### config.mk
export PLATFORM = sky130hd
export DESIGN_NAME = tow_round_ctrl_flat
export DESIGN_NICKNAME = d
export VERILOG_FILES = /design/src/rtl/tow_round_ctrl_pkg.sv /design/src/rtl/tow_round_ctrl_if.sv /design/src/rtl/tow_round_ctrl_lfsr.sv /design/src/rtl/tow_round_ctrl.sv /design/src/flat_wrapper.sv
export SDC_FILE = /design/constraint.sdc
export NUM_CORES = 1
export LEC_CHECK = 0
export CAP_MARGIN = 15
export CORE_ASPECT_RATIO = 0.9
export CORE_MARGIN = 4
export CORE_UTILIZATION = 50
export DETAILED_ROUTE_END_ITERATION = 10
export MAX_ROUTING_LAYER = met4
export PLACE_DENSITY = 0.73
export SLEW_MARGIN = 30
export SYNTH_ARGS = -nofsm -noshare
export SYNTH_HDL_FRONTEND = slang
export SYNTH_SLANG_ARGS = --single-unit
### constraint.sdc
create_clock -name clk -period 2.76 [get_ports clk]
set_input_delay 0.276 -clock clk [delete_from_list [all_inputs] [get_ports clk]]
set_output_delay 0.276 -clock clk [all_outputs]
set_load 0.01 [all_outputs]
### src/rtl/tow_round_ctrl_pkg.sv
// tow_pkg: shared types and helpers for the tug-of-war round controller.
//   state_t        - controller FSM states
//   LFSR_SEED      - reset value of the 16-bit round-delay LFSR
//   LFSR_TAPS      - Fibonacci tap mask (taps 16,14,13,11)
//   onehot_to_idx  - index of the highest set bit of an 8-bit vector
//   popcount_gt1   - true when more than one bit of an 8-bit vector is set
package tow_pkg;

  typedef enum logic [2:0] {
    IDLE,
    ARM,
    WAIT,
    GO,
    RESULT,
    DONE
  } state_t;

  localparam logic [15:0] LFSR_SEED = 16'hACE1;
  localparam logic [15:0] LFSR_TAPS = 16'hB400;

  function automatic logic [2:0] onehot_to_idx(input logic [7:0] v);
    logic [2:0] idx;
    idx = '0;
    for (int unsigned i = 0; i < 8; i++) begin
      if (v[i]) idx = 3'(i);
    end
    return idx;
  endfunction

  // v & (v-1) clears the lowest set bit; anything left means two or more.
  function automatic logic popcount_gt1(input logic [7:0] v);
    return |(v & (v - 8'd1));
  endfunction

endpackage

### src/rtl/tow_round_ctrl_if.sv
// tow_round_ctrl_if: button/request inputs and game-state outputs of the
// round controller.
//   master modport - button synchronizer / host side (drives btn, start)
//   slave modport  - tow_round_ctrl side (drives all display-facing outputs)
//   btn[NUM_PLAYERS]            synchronized button levels, 1 = pressed
//   start                       single-cycle match begin/restart request
//   go_led                      high while in GO
//   round_valid / tie / false_start  one-cycle event pulses
//   round_winner[NUM_PLAYERS]   one-hot last round winner
//   scores[NUM_PLAYERS*SCORE_W] packed per-player scores
//   match_over / match_winner   match result
interface tow_round_ctrl_if #(
  parameter int unsigned NUM_PLAYERS = 4,
  parameter int unsigned SCORE_W     = 4
);
  localparam int unsigned IW = (NUM_PLAYERS > 1) ? $clog2(NUM_PLAYERS) : 1;

  logic [NUM_PLAYERS-1:0]         btn;
  logic                           start;
  logic                           go_led;
  logic                           round_valid;
  logic [NUM_PLAYERS-1:0]         round_winner;
  logic                           tie;
  logic                           false_start;
  logic [NUM_PLAYERS*SCORE_W-1:0] scores;
  logic                           match_over;
  logic [IW-1:0]                  match_winner;

  modport master (
    output btn, start,
    input  go_led, round_valid, round_winner, tie, false_start,
           scores, match_over, match_winner
  );

  modport slave (
    input  btn, start,
    output go_led, round_valid, round_winner, tie, false_start,
           scores, match_over, match_winner
  );
endinterface

### src/rtl/tow_round_ctrl_lfsr.sv
// tow_lfsr16: 16-bit Fibonacci LFSR (taps 16,14,13,11), advancing every clock.
//   clk     system clock
//   rst     synchronous active-high reset, loads LFSR_SEED
//   o_state current LFSR contents
module tow_lfsr16
  import tow_pkg::*;
(
  input  logic        clk,
  input  logic        rst,
  output logic [15:0] o_state
);

  logic [15:0] r_state;

  always_ff @(posedge clk) begin
    if (rst) r_state <= LFSR_SEED;
    else     r_state <= {r_state[14:0], ^(r_state & LFSR_TAPS)};
  end

  assign o_state = r_state;

endmodule

### src/rtl/tow_round_ctrl.sv
// tow_round_ctrl: round/match controller for the reaction tug-of-war game.
// Arms a round, waits a pseudo-random number of ticks, raises GO and awards
// the round to the first single press; detects ties and false starts, keeps
// per-player scores and ends the match when a score reaches WIN_SCORE.
//   clk  system clock
//   rst  synchronous active-high reset
//   bus  tow_round_ctrl_if.slave (btn/start in, display outputs out)
// Optional feature macro: FALSE_START_PENALTY_EN -- when defined, each player
// pressing during WAIT loses one point (saturating at 0).
module tow_round_ctrl
  import tow_pkg::*;
#(
  parameter int unsigned NUM_PLAYERS = 4,
  parameter int unsigned SCORE_W     = 4,
  parameter int unsigned WIN_SCORE   = 9,
  parameter int unsigned DELAY_W     = 6,
  parameter int unsigned TICK_DIV    = 256
) (
  input logic             clk,
  input logic             rst,
  tow_round_ctrl_if.slave bus
);

  localparam int unsigned PW = (TICK_DIV > 1) ? $clog2(TICK_DIV) : 1;
  localparam int unsigned IW = (NUM_PLAYERS > 1) ? $clog2(NUM_PLAYERS) : 1;

  // Tick prescaler
  logic [PW-1:0] r_presc;
  logic          w_tick;

  assign w_tick = (r_presc == PW'(TICK_DIV - 1));

  always_ff @(posedge clk) begin
    if (rst || w_tick) r_presc <= '0;
    else               r_presc <= r_presc + PW'(1);
  end

  // Random delay source
  logic [15:0] w_lfsr;
  logic        w_unused_lfsr;

  tow_lfsr16 u_lfsr (
    .clk     (clk),
    .rst     (rst),
    .o_state (w_lfsr)
  );

  assign w_unused_lfsr = ^w_lfsr[15:DELAY_W-1];

  // Controller state and registered outputs
  state_t                                r_state;
  logic [DELAY_W-1:0]                    r_wait_cnt;
  logic [NUM_PLAYERS-1:0][SCORE_W-1:0]   r_scores;
  logic [NUM_PLAYERS-1:0]                r_round_winner;
  logic                                  r_go_led;
  logic                                  r_round_valid;
  logic                                  r_tie;
  logic                                  r_false_start;
  logic                                  r_match_over;
  logic [IW-1:0]                         r_match_winner;

  // Press/score decoding
  logic [7:0]    w_btn8;
  logic [7:0]    w_win8;
  logic          w_any_btn;
  logic          w_btn_multi;
  logic [IW-1:0] w_btn_idx;
  logic [IW-1:0] w_win_idx;

  always_comb begin
    w_btn8 = '0;
    w_btn8[NUM_PLAYERS-1:0] = bus.btn;
    w_win8 = '0;
    for (int unsigned i = 0; i < NUM_PLAYERS; i++) begin
      w_win8[i] = (r_scores[i] == SCORE_W'(WIN_SCORE));
    end
  end

  assign w_any_btn   = |bus.btn;
  assign w_btn_multi = popcount_gt1(w_btn8);
  assign w_btn_idx   = IW'(onehot_to_idx(w_btn8));
  assign w_win_idx   = IW'(onehot_to_idx(w_win8));

  always_ff @(posedge clk) begin
    if (rst) begin
      r_state        <= IDLE;
      r_wait_cnt     <= '0;
      r_scores       <= '0;
      r_round_winner <= '0;
      r_go_led       <= 1'b0;
      r_round_valid  <= 1'b0;
      r_tie          <= 1'b0;
      r_false_start  <= 1'b0;
      r_match_over   <= 1'b0;
      r_match_winner <= '0;
    end else begin
      r_round_valid <= 1'b0;
      r_tie         <= 1'b0;
      r_false_start <= 1'b0;

      unique case (r_state)
        IDLE: begin
          if (bus.start) begin
            r_scores <= '0;
            r_state  <= ARM;
          end
        end

        ARM: begin
          if (!w_any_btn) begin
            r_wait_cnt <= {1'b1, w_lfsr[DELAY_W-2:0]};
            r_state    <= WAIT;
          end
        end

        WAIT: begin
          // A press beats a coinciding expiry.
          if (w_any_btn) begin
            r_false_start <= 1'b1;
            r_state       <= ARM;
`ifdef FALSE_START_PENALTY_EN
            for (int unsigned i = 0; i < NUM_PLAYERS; i++) begin
              if (bus.btn[i] && (r_scores[i] != '0))
                r_scores[i] <= r_scores[i] - SCORE_W'(1);
            end
`endif
          end else if (w_tick) begin
            r_wait_cnt <= r_wait_cnt - DELAY_W'(1);
            if (r_wait_cnt == DELAY_W'(1)) begin
              r_go_led <= 1'b1;
              r_state  <= GO;
            end
          end
        end

        GO: begin
          // The press is decoded on the edge into RESULT, so the registered
          // round_valid/tie and the updated score are visible during RESULT,
          // one cycle after the press -- same timing as decoding a captured
          // sample inside RESULT with combinational outputs.
          if (w_any_btn) begin
            r_go_led <= 1'b0;
            r_state  <= RESULT;
            if (w_btn_multi) begin
              r_tie <= 1'b1;
            end else begin
              r_round_valid       <= 1'b1;
              r_round_winner      <= bus.btn;
              r_scores[w_btn_idx] <= r_scores[w_btn_idx] + SCORE_W'(1);
            end
          end
        end

        RESULT: begin
          if (|w_win8) begin
            r_match_over   <= 1'b1;
            r_match_winner <= w_win_idx;
            r_state        <= DONE;
          end else begin
            r_state <= ARM;
          end
        end

        DONE: begin
          if (bus.start) begin
            r_scores       <= '0;
            r_round_winner <= '0;
            r_match_over   <= 1'b0;
            r_match_winner <= '0;
            r_state        <= ARM;
          end
        end

        default: r_state <= IDLE;
      endcase
    end
  end

  assign bus.go_led       = r_go_led;
  assign bus.round_valid  = r_round_valid;
  assign bus.round_winner = r_round_winner;
  assign bus.tie          = r_tie;
  assign bus.false_start  = r_false_start;
  assign bus.scores       = r_scores;
  assign bus.match_over   = r_match_over;
  assign bus.match_winner = r_match_winner;

endmodule

### src/flat_wrapper.sv
// flat-port wrapper written by rule: the top's interface ports become plain ports
module tow_round_ctrl_flat import tow_pkg::*;
#(
  parameter int unsigned NUM_PLAYERS = 4,
  parameter int unsigned SCORE_W     = 4,
  parameter int unsigned WIN_SCORE   = 9,
  parameter int unsigned DELAY_W     = 6,
  parameter int unsigned TICK_DIV    = 256
)
  (clk, rst, bus_btn, bus_start, bus_go_led, bus_round_valid, bus_round_winner, bus_tie, bus_false_start, bus_scores, bus_match_over, bus_match_winner);
  tow_round_ctrl_if #(.NUM_PLAYERS(NUM_PLAYERS), .SCORE_W(SCORE_W)) bus_i ();
  input logic clk;
  input logic rst;
  input wire logic [$bits(bus_i.btn)-1:0] bus_btn;
  input wire logic [$bits(bus_i.start)-1:0] bus_start;
  output wire logic [$bits(bus_i.go_led)-1:0] bus_go_led;
  output wire logic [$bits(bus_i.round_valid)-1:0] bus_round_valid;
  output wire logic [$bits(bus_i.round_winner)-1:0] bus_round_winner;
  output wire logic [$bits(bus_i.tie)-1:0] bus_tie;
  output wire logic [$bits(bus_i.false_start)-1:0] bus_false_start;
  output wire logic [$bits(bus_i.scores)-1:0] bus_scores;
  output wire logic [$bits(bus_i.match_over)-1:0] bus_match_over;
  output wire logic [$bits(bus_i.match_winner)-1:0] bus_match_winner;
  assign bus_i.btn = bus_btn;
  assign bus_i.start = bus_start;
  assign bus_go_led = bus_i.go_led;
  assign bus_round_valid = bus_i.round_valid;
  assign bus_round_winner = bus_i.round_winner;
  assign bus_tie = bus_i.tie;
  assign bus_false_start = bus_i.false_start;
  assign bus_scores = bus_i.scores;
  assign bus_match_over = bus_i.match_over;
  assign bus_match_winner = bus_i.match_winner;
  tow_round_ctrl #(.NUM_PLAYERS(NUM_PLAYERS), .SCORE_W(SCORE_W), .WIN_SCORE(WIN_SCORE), .DELAY_W(DELAY_W), .TICK_DIV(TICK_DIV)) u_core (.clk(clk), .rst(rst), .bus(bus_i));
endmodule
---- Word-level counts from Yosys, hierarchy flattened ----
Cells that the tools add are included.
Widths: inputs -> output; s select.
operators by class
  $add $sub $neg .......................... 4
  order comparisons ....................... 2
  eq/ne operators ......................... 22
  multiplexer cells ....................... 45
  bitwise logic cells ..................... 4
  reductions and logical operators ........ 21
operator list
  kind                 number
  $mux 16              3
  $pmux 16 s2          1
  $mux 3               7
  $mux 4               5
  $mux 6               3
  $bwmux 16            1
  $eq 4x4->1 const B   4
  $reduce_xor 16->1    1
  $pmux 3 s5           1
  $mux 2               6
  $pmux 6 s2           1
  $reduce_and 4->1     3
  $mux 1               11
  $ne 2x1->1 const B   5
  $reduce_and 5->1     2
  $reduce_bool 2->1    5
  $add 8x1->8 const B  1
  $and 4x8->8          1
  $bmux 4 s2           1
  $demux 4 s2          1
  $eq 8x8->1 const B   1
  $ne 2x2->1 const B   4
  $pmux 4 s2           1
  $reduce_or 4->1      2
  other kinds (20)     27
word-level totals
  register bits ........................... 60
  input port bits ......................... 7
  output and inout port bits .............. 27
  word-level logic and storage cells ...... 113

---- Logic depth before layout (Yosys ltp) ----
Gate-level depths: netlist (run 1).
  depth after elaboration ................. 11
  mapped depth ............................ 7

---- Hierarchy ----
From an unflattened synthesis (run 1), not the netlist that was laid out.
unflattened totals
  cells, all modules ...................... 317
  area, all modules ....................... 2,802.7 um^2
by module, submodules not included
  module          instances  cells each  area each (um^2)
  tow_round_ctrl  1          281         2,348.5
  tow_lfsr16      1          36          454.2

---- Least setup slack after synthesis (run 1) ----
Ideal clock, no wire load.
  path type ............................... input port to flip-flop
  start ................................... input port bus_btn[1]
  end ..................................... register u_core.r_scores, in the netlist u_core.bus.scores[14]
  arrival ................................. 1.484 ns
  required time ........................... 2.632 ns
  slack ................................... 1.148 ns
  stages .................................. 7
  buffers on the path ..................... 1
  cells stage by stage .................... buf_4 > mux2i_1 > o221ai_2 > ha_1 > xnor2_1 > a2bb2oi_1 > nor2_1
between the ends
  longest elaborated chain between the ends .. 11
  elaborated cells on any way between the ends .. 22
  those cells by class .................... 2 x add/sub; 2 x order compare; 2 x eq/ne; 11 x mux; 1 x bitwise; 4 x reduce/logical
ends and longest elaborated chain
  item                                                                  line                   RTL
  start, declared                                                       flat_wrapper.sv:14     input wire logic [$bits(bus_i.btn)-1:0] bus_btn;
  parallel branches: the longest is 11 deep, another holds $add 4x1->4  --
  end signal, assigned by index                                         tow_round_ctrl.sv:149  r_scores[w_btn_idx] <= r_scores[w_btn_idx] + SCORE_W'(1);
  end, declared                                                         tow_round_ctrl.sv:53   logic [NUM_PLAYERS-1:0][SCORE_W-1:0] r_scores;
Parallel ways; which one is timed is not known. The select of a mux whose other input is x is not followed.
A chain may end at the register's enable or synchronous reset.

---- Worst setup path after layout (run 1) ----
  start ................................... input port bus_btn[3]
  end ..................................... register u_core.r_scores, in the netlist u_core.bus.scores[14]
between the ends
  longest elaborated chain between the ends .. 9
  elaborated cells on any way between the ends .. 20
  those cells by class .................... 2 x add/sub; 2 x order compare; 2 x eq/ne; 9 x mux; 1 x bitwise; 4 x reduce/logical
ends and longest elaborated chain
  item
  parallel branches: the longest is 9 deep, another holds $add 4x1->4
Parallel ways; which one is timed is not known. The select of a mux whose other input is x is not followed.

==> results of run 1 <==
[layer usage]
layer  GRT usage  wire (um)  share of wire
met1      0.2820       3095           0.51
met2      0.2650       2507           0.41
met3     0.07240        420          0.069
met4     0.07753         99          0.016
met5           -          0              0
[placed cells by master, fill, tap and decap left out, types with 4 or more instances in the layout]
cell type,n
dfxtp_1,60
nor2_1,36
clkdlybuf4s50_1,32
a21oi_1,20
inv_1,15
nand3_1,14
nand2_1,13
nor2b_1,11
xor2_1,10
clkbuf_8,10
nand4_1,8
or2_2,8
nor3b_1,7
o21ai_0,7
nand2b_1,5
a31oi_1,5
nor4bb_1,5
buf_4,5
mux2i_1,4
o22ai_1,4
ha_1,4
[worst max path at each step]
stage | start | to | slack [ns] | depth (start not counted)
after detailed placement | bus_btn[3] | u_core.bus.scores[14] | 0.29 | 8
after floorplan | bus_btn[1] | u_core.bus.scores[14] | 1.15 | 7
after global placement | bus_btn[3] | u_core.bus.scores[14] | 0.27 | 8
after global routing | bus_btn[3] | u_core.bus.scores[14] | 0.45 | 8
final | bus_btn[3] | u_core.bus.scores[14] | 0.60 | 8
after CTS | bus_btn[3] | u_core.bus.scores[14] | 0.66 | 8
[logic make-up after synthesis]
family / synth area share
and+or+nand+nor: 0.2721
buffers and inverters: 0.05349
adders and majority gates: 0.01829
xor gates and xnor gates: 0.04161
muxes: 0.01463
AOI/OAI and AO/OA: 0.1610
DFF: 0.4390
[critical path, cell delays in order]
cell,delay [ns]
clkdlybuf4s50_1,0.65
buf_4,0.28
nand2_1,0.09
o221ai_2,0.17
ha_1,0.25
xnor2_1,0.39
a2bb2oi_1,0.22
nor2_1,0.05
[power breakdown]
part | switching [uW] | internal (uW) | total [uW]
Combinational | 74.3 | 52.0 | 126
Sequential | 17.4 | 889 | 906
Clock | 354 | 531 | 885
[registers in the layout (all words and copies together), names as in the netlist]
register and flops:
u_core.bus.scores 16, u_core.u_lfsr.o_state 16, u_core.r_presc 8, u_core.r_wait_cnt 6, u_core.bus.round_winner 4, u_core.r_state 3
u_core.bus.match_winner 2, u_core.bus.false_start 1, u_core.bus.go_led 1, u_core.bus.match_over 1, u_core.bus.round_valid 1, u_core.bus.tie 1
[cells in the mapped netlist, drive strengths merged, types with 4 or more instances]
master  number  share of area
nor4         4          0.011
a211oi       4          0.013
o22ai        4         0.0091
mux2i        4          0.015
nand3       14          0.026
nor4bb       5          0.018
buf          7          0.018
xor2        10          0.032
a31oi        5          0.011
nand2b       5          0.011
ha           4          0.018
nor2        38          0.054
dfxtp       60           0.44
nand2       13          0.018
nand4        8          0.018
nor3         4         0.0091
a21oi       21          0.040
clkbuf      11          0.015
or2         10          0.024
nor3b        7          0.019
o21ai        9          0.018
nor2b       11          0.025
inv         15          0.021
[through the flow]
step	total power, uW	instances	setup WS [ns]	util
floorplan	1020	309	1.148	-
global placement	1049	396	0.2651	0.5851
detailed placement	1051	396	0.2902	0.5851
CTS	1935	412	0.6557	0.6277
global route	1995	412	0.4512	0.6277
finish	1917	412	0.5987	0.6277
[area by class of cell]
| class | count | area [um^2] |
|---|---|---|
| clock buffer | 10 | 137.6 |
| clock inverter | 6 | 87.58 |
| fill | 472 | 1968 |
| inverter | 15 | 56.30 |
| multi-input combinational | 216 | 1389 |
| sequential | 60 | 1201 |
| tap | 67 | 83.83 |
| timing repair buffer | 38 | 362.8 |
==> key figures, run 1 <==
Layout
  – Nets: 351
  – Share of cells above drive strength 1: 0.1217
  – # diodes: 0
  – Area Overhead vs Synth: 21.26%
  – Fin area: 3318 um^2

Clock network
  – Worst-Skew Late Latency: 0.34 ns
  – Post_cts resized: 0
  – CTS Buffer Depth: 2
  – CTS Buf Count: 9
  – CTS clk-pin slew, worst paths: 0.07 ns
  – Cts hold-fix bufs: 0
  – CTS root buffer: clkbuf_8
  – Clock sink count: 60
  – CTS tree: built
  – Post-CTS Setup Bufs: 0
  – Max H-tree Level: 3

Min path
  – Min-delay src: rst
  – HP Class: in -> reg
  – Hold Path Sink: u_core.r_presc[6]
  – Hold path cells: 2

Yosys
  – Distinct cells, synth: 59
  – Syn Nets: 320
  – Synth Register Bits: 60
  – Post-synth EDFFs: 0
  – Post-Synthesis Cell Area: 2736 um^2
  – Mapped Cells: 309
  – Share of flip-flops with an asynchronous set or reset: 0
  – Synth Flop Type: dfxtp_1
  – Warnings, synthesis: 0
  – Sequential area share after synthesis: 0.4390
  – Syn Area/Cell: 8.856 um^2

Worst setup path
  – Worst path required time: 2.99 ns
  – Crit Reg-Reg Startpoint: u_core.r_state[0]
  – Worst R2R End: u_core.bus.scores[15]
  – CP arrival: 2.39 ns
  – Reg2reg setup slack: 0.75 ns
  – Worst setup EP type: flop
  – Kind of critical path: in -> reg
  – CP max FO: 11
  – R2r worst-path depth: 4
  – Startpoint class of the critical path: input port

Floorplanning
  – Full die area: 6722 um^2
  – Ports: 34
  – Row cnt: 25
  – Initial core utilization: 0.5176
  – Die width: 85.98 um
  – CORE AREA: 5286 um^2
  – Die Span Y: 78.18 um

Timing
  – Slew HR: 0.6379
  – Worst Skew: 0.007339 ns
  – Min Hold Slack: 0.3679 ns
  – Pin slew with the least headroom to its limit: 0.5358 ns
  – TNS Setup: 0 ns
  – RSZ-0062 raised after global routing: no
  – Final setup viols: 0
  – Period utilization: 0.7831
  – Fin. Hold Viols: 0
  – Crit path time final: 2.161 ns
  – Fmax: 462.7 MHz
  – Fin. max-slew vios: 0

Power and ir drop
  – Static leakage: 0.001208 uW
  – Worst VDD drop: 435.0 uV
  – Power Density: 577.9 nW/um^2

Detailed routing
  – TritonRoute pass-1 iters: 4
  – DRC errors left: 0
  – ANT nets after route: 0
  – 1st-iter DRT viols: 178
  – Detailed Route WL: 6123 um
  – Via/cell ratio: 5.587
  – Detailed-route via count: 2,302
  – Routed WL per cell: 14.86 um

Placement
  – GPL Wtd Cong: 0.9350
  – HPWL after DPL: 4338 um
  – Placement Cell Area: 3093 um^2
  – Port Buf Inserts: 33

Global routing
  – Maximum number of pins on one net before global-route repair: 34
  – GRT Util Overall: 0.2026
  – Vias in the first global route: 2,126
  – First-pass GRT wire length: 10,360 um
  – Initial antenna violation count: 0
  – Total gr overflow: 0

Run
  – Maxcap violations: 0

Run status
  – Status: completed
No activity file was read; power rests on OpenSTA's default activity.
==> inputs of run 2 (changes only) <==
--- a/config.mk
+++ b/config.mk
@@ -8,10 +8,10 @@
 export CAP_MARGIN = 15
 export CORE_ASPECT_RATIO = 0.9
 export CORE_MARGIN = 4
-export CORE_UTILIZATION = 50
+export CORE_UTILIZATION = 49
 export DETAILED_ROUTE_END_ITERATION = 10
 export MAX_ROUTING_LAYER = met4
-export PLACE_DENSITY = 0.73
+export PLACE_DENSITY = 0.75
 export SLEW_MARGIN = 30
 export SYNTH_ARGS = -nofsm -noshare
 export SYNTH_HDL_FRONTEND = slang
==> constraint.sdc (replaced) <==
create_clock -name clk -period 1.9 [get_ports clk]
set_input_delay 0.19 -clock clk [delete_from_list [all_inputs] [get_ports clk]]
set_output_delay 0.19 -clock clk [all_outputs]
set_load 0.01 [all_outputs]
==> run 2 against run 1 <==
  * Die area up 1.8%
  * Clock-buffer cell count up 2
  * Clock power up 63%
  * Sequential power up 45%
  * Routed wire length up 9.3%
==> key figures, run 2 (synthesized netlist as in run 1, its figures left out) <==
Run status
  – Status: completed

Floorplanning
  – CORE AREA: 5318 um^2 (+0.59%)
  – Full die area: 6846 um^2 (+1.8%)
  – Die width: 86.77 um (+0.92%)
  – Initial core utilization: 0.5146 (-0.003045)
  – Row cnt: 25 (unchanged)
  – Die Span Y: 78.90 um (+0.91%)
  – Ports: 34 (unchanged)

Power and ir drop
  – Power Density: 822.5 nW/um^2 (+42%)
  – Static leakage: 0.001413 uW (+17%)
  – Overall Power: 2993 uW (+56%)
  – Worst VDD drop: 579.8 uV (+33%)

Layout
  – Most common cell after layout, fill and taps aside: dfxtp_1
  – Final core occ: 0.6842 (+0.05654)
  – Share of cells above drive strength 1: 0.2116 (+0.08990)
  – Most frequent cells in the layout: dfxtp_1 (60), buf_4 (37), nor2_1 (35), clkdlybuf4s50_1 (32), a21oi_1 (20)
  – Nets: 384 (+9.4%)
  – # diodes: 0 (unchanged)
  – Area Overhead vs Synth: 32.97%

Timing
  – RSZ-0062 raised after global routing: yes
  – Fmax: 547.8 MHz
  – Worst Skew: 0.008594 ns (+0.001254 ns)
  – Final setup viols: 0 (unchanged)
  – Period utilization: 0.9608
  – Slew HR: 0.5143 (-0.1236)
  – Fin. Hold Viols: 0 (unchanged)
  – Crit path time final: 1.826 ns
  – Fin. max-slew vios: 0 (unchanged)
  – Final worst slack: 0.07441 ns (-0.5242 ns)
  – Pin slew with the least headroom to its limit: 0.7187 ns (+0.1828 ns)

Clock network
  – CTS Buf Count: 9 (unchanged)
  – Worst-Skew Late Latency: 0.34 ns (about the same)
  – CTS root buffer: clkbuf_8
  – CTS clk-pin slew, worst paths: 0.07 ns (about the same)
  – Clock sink count: 60 (unchanged)
  – CTS Buffer Depth: 2 (unchanged)
  – Max H-tree Level: 3 (unchanged)
  – Post-CTS Setup Bufs: 0 (unchanged)
  – CTS tree: built

Placement
  – HPWL after DPL: 4730 um (+9.0%)
  – Dpl ws: -0.2954 ns (-0.5856 ns)
  – GPL Wtd Cong: 0.9160 (-2.0%)
  – Port Buf Inserts: 33 (unchanged)

Worst setup path
  – CP arrival: 2.10 ns (-0.29 ns)
  – CP max FO: 11 (unchanged)
  – Slowest stage delay, CP: 0.53 ns (-0.12 ns)
  – CP delay by family, top: simple AND/OR/NAND/NOR gates
  – Kind of critical path: in -> reg
  – Startpoint class of the critical path: input port
  – Crit path buffers/inverters: 2 (unchanged)
  – Critical Path, Cell by Cell: clkdlybuf4s50_1, buf_4, or4_4, nor2_2, o21ai_2, or2_0, a21oi_1
  – Worst path required time: 2.17 ns (-0.82 ns)
  – Worst setup EP type: flop
  – Slowest CP cell: or4_4

Detailed routing
  – Routed wl met3: 507 um (+21%)
  – Detailed-route via count: 2,461 (+6.9%)
  – TritonRoute pass-1 iters: 4 (unchanged)
  – DRC errors left: 0 (unchanged)
  – ANT nets after route: 0 (unchanged)
  – 1st-iter DRT viols: 136 (-24%)
  – Via/cell ratio: 5.530 (-1.0%)
  – Routed length on met1: 3242 um (+4.7%)
  – Highest metal used: met4
  – Routed WL per cell: 15.04 um (+1.2%)
  – Detailed Route WL: 6694 um (+9.3%)
  – WL met2: 2873 um (+15%)

Global routing
  – GRT Util Overall: 0.2143 (+0.01165)
  – Vias in the first global route: 2,301 (+8.2%)
  – First-pass GRT wire length: 11,070 um (+6.9%)
  – Total gr overflow: 0 (unchanged)
  – Initial antenna violation count: 0 (unchanged)
  – Maximum number of pins on one net before global-route repair: 25 (-26%)

Run
  – Maxcap violations: 0 (unchanged)

Min path
  – HP Class: in -> reg
==> run 2: metrics by stage <==
stage / hold WS [ns] / TNS (ns) / cells / instance area (um^2)
global route: 0.2383 / -0.005745 / 445 / 3638
detailed placement: 0.3958 / -5.287 / 429 / 3353
global placement: 0.3922 / -4.449 / 429 / 3353
CTS: 0.2096 / 0 / 445 / 3603
finish: 0.2277 / 0 / 445 / 3638
floorplan: 0.3895 / 0 / 309 / 2736
==> run 2: final timing paths <==
kind	start	endpoint	slack, ns	depth (start not counted)
max reg2reg	u_core.r_wait_cnt[0]	u_core.r_state[0]	0.15	6
min	rst	u_core.r_presc[2]	0.23	2
max	bus_btn[1]	u_core.r_wait_cnt[4]	0.07	7
min reg2reg	u_core.u_lfsr.o_state[14]	u_core.u_lfsr.o_state[15]	0.41	1
==> run 2: timing repair <==
action                     CTS  global route
gates resized for setup      0             7
setup endpoints to repair    0            13
hold buffers                 0             0
==> run 2: report_power, final <==
group          switching, uW  leakage [uW]  total [uW]  internal, uW
combinational            123      0.000798         239           116
sequential              19.8      0.000489        1310          1290
clock                    501      0.000127        1440           941
total                    644       0.00141        2990          2350
==> run 2: area by class of cell <==
cell class                      count  area [um^2]
Clock inverter                      4        95.09
Fill cell                         427         1679
Multi-Input combinational cell    216         1424
Tap cell                           67        83.83
Inverter                           15        56.30
Clock buffer                       12        155.1
Timing Repair Buffer               71        623.1
Sequential cell                    60         1201
==> run 2: per-layer routing <==
metal,GRT usage,up-vias
li1,-,1220
met1,0.2864,1129
met2,0.2982,104
met3,0.08817,8
met4,0.05763,0
met5,-,-
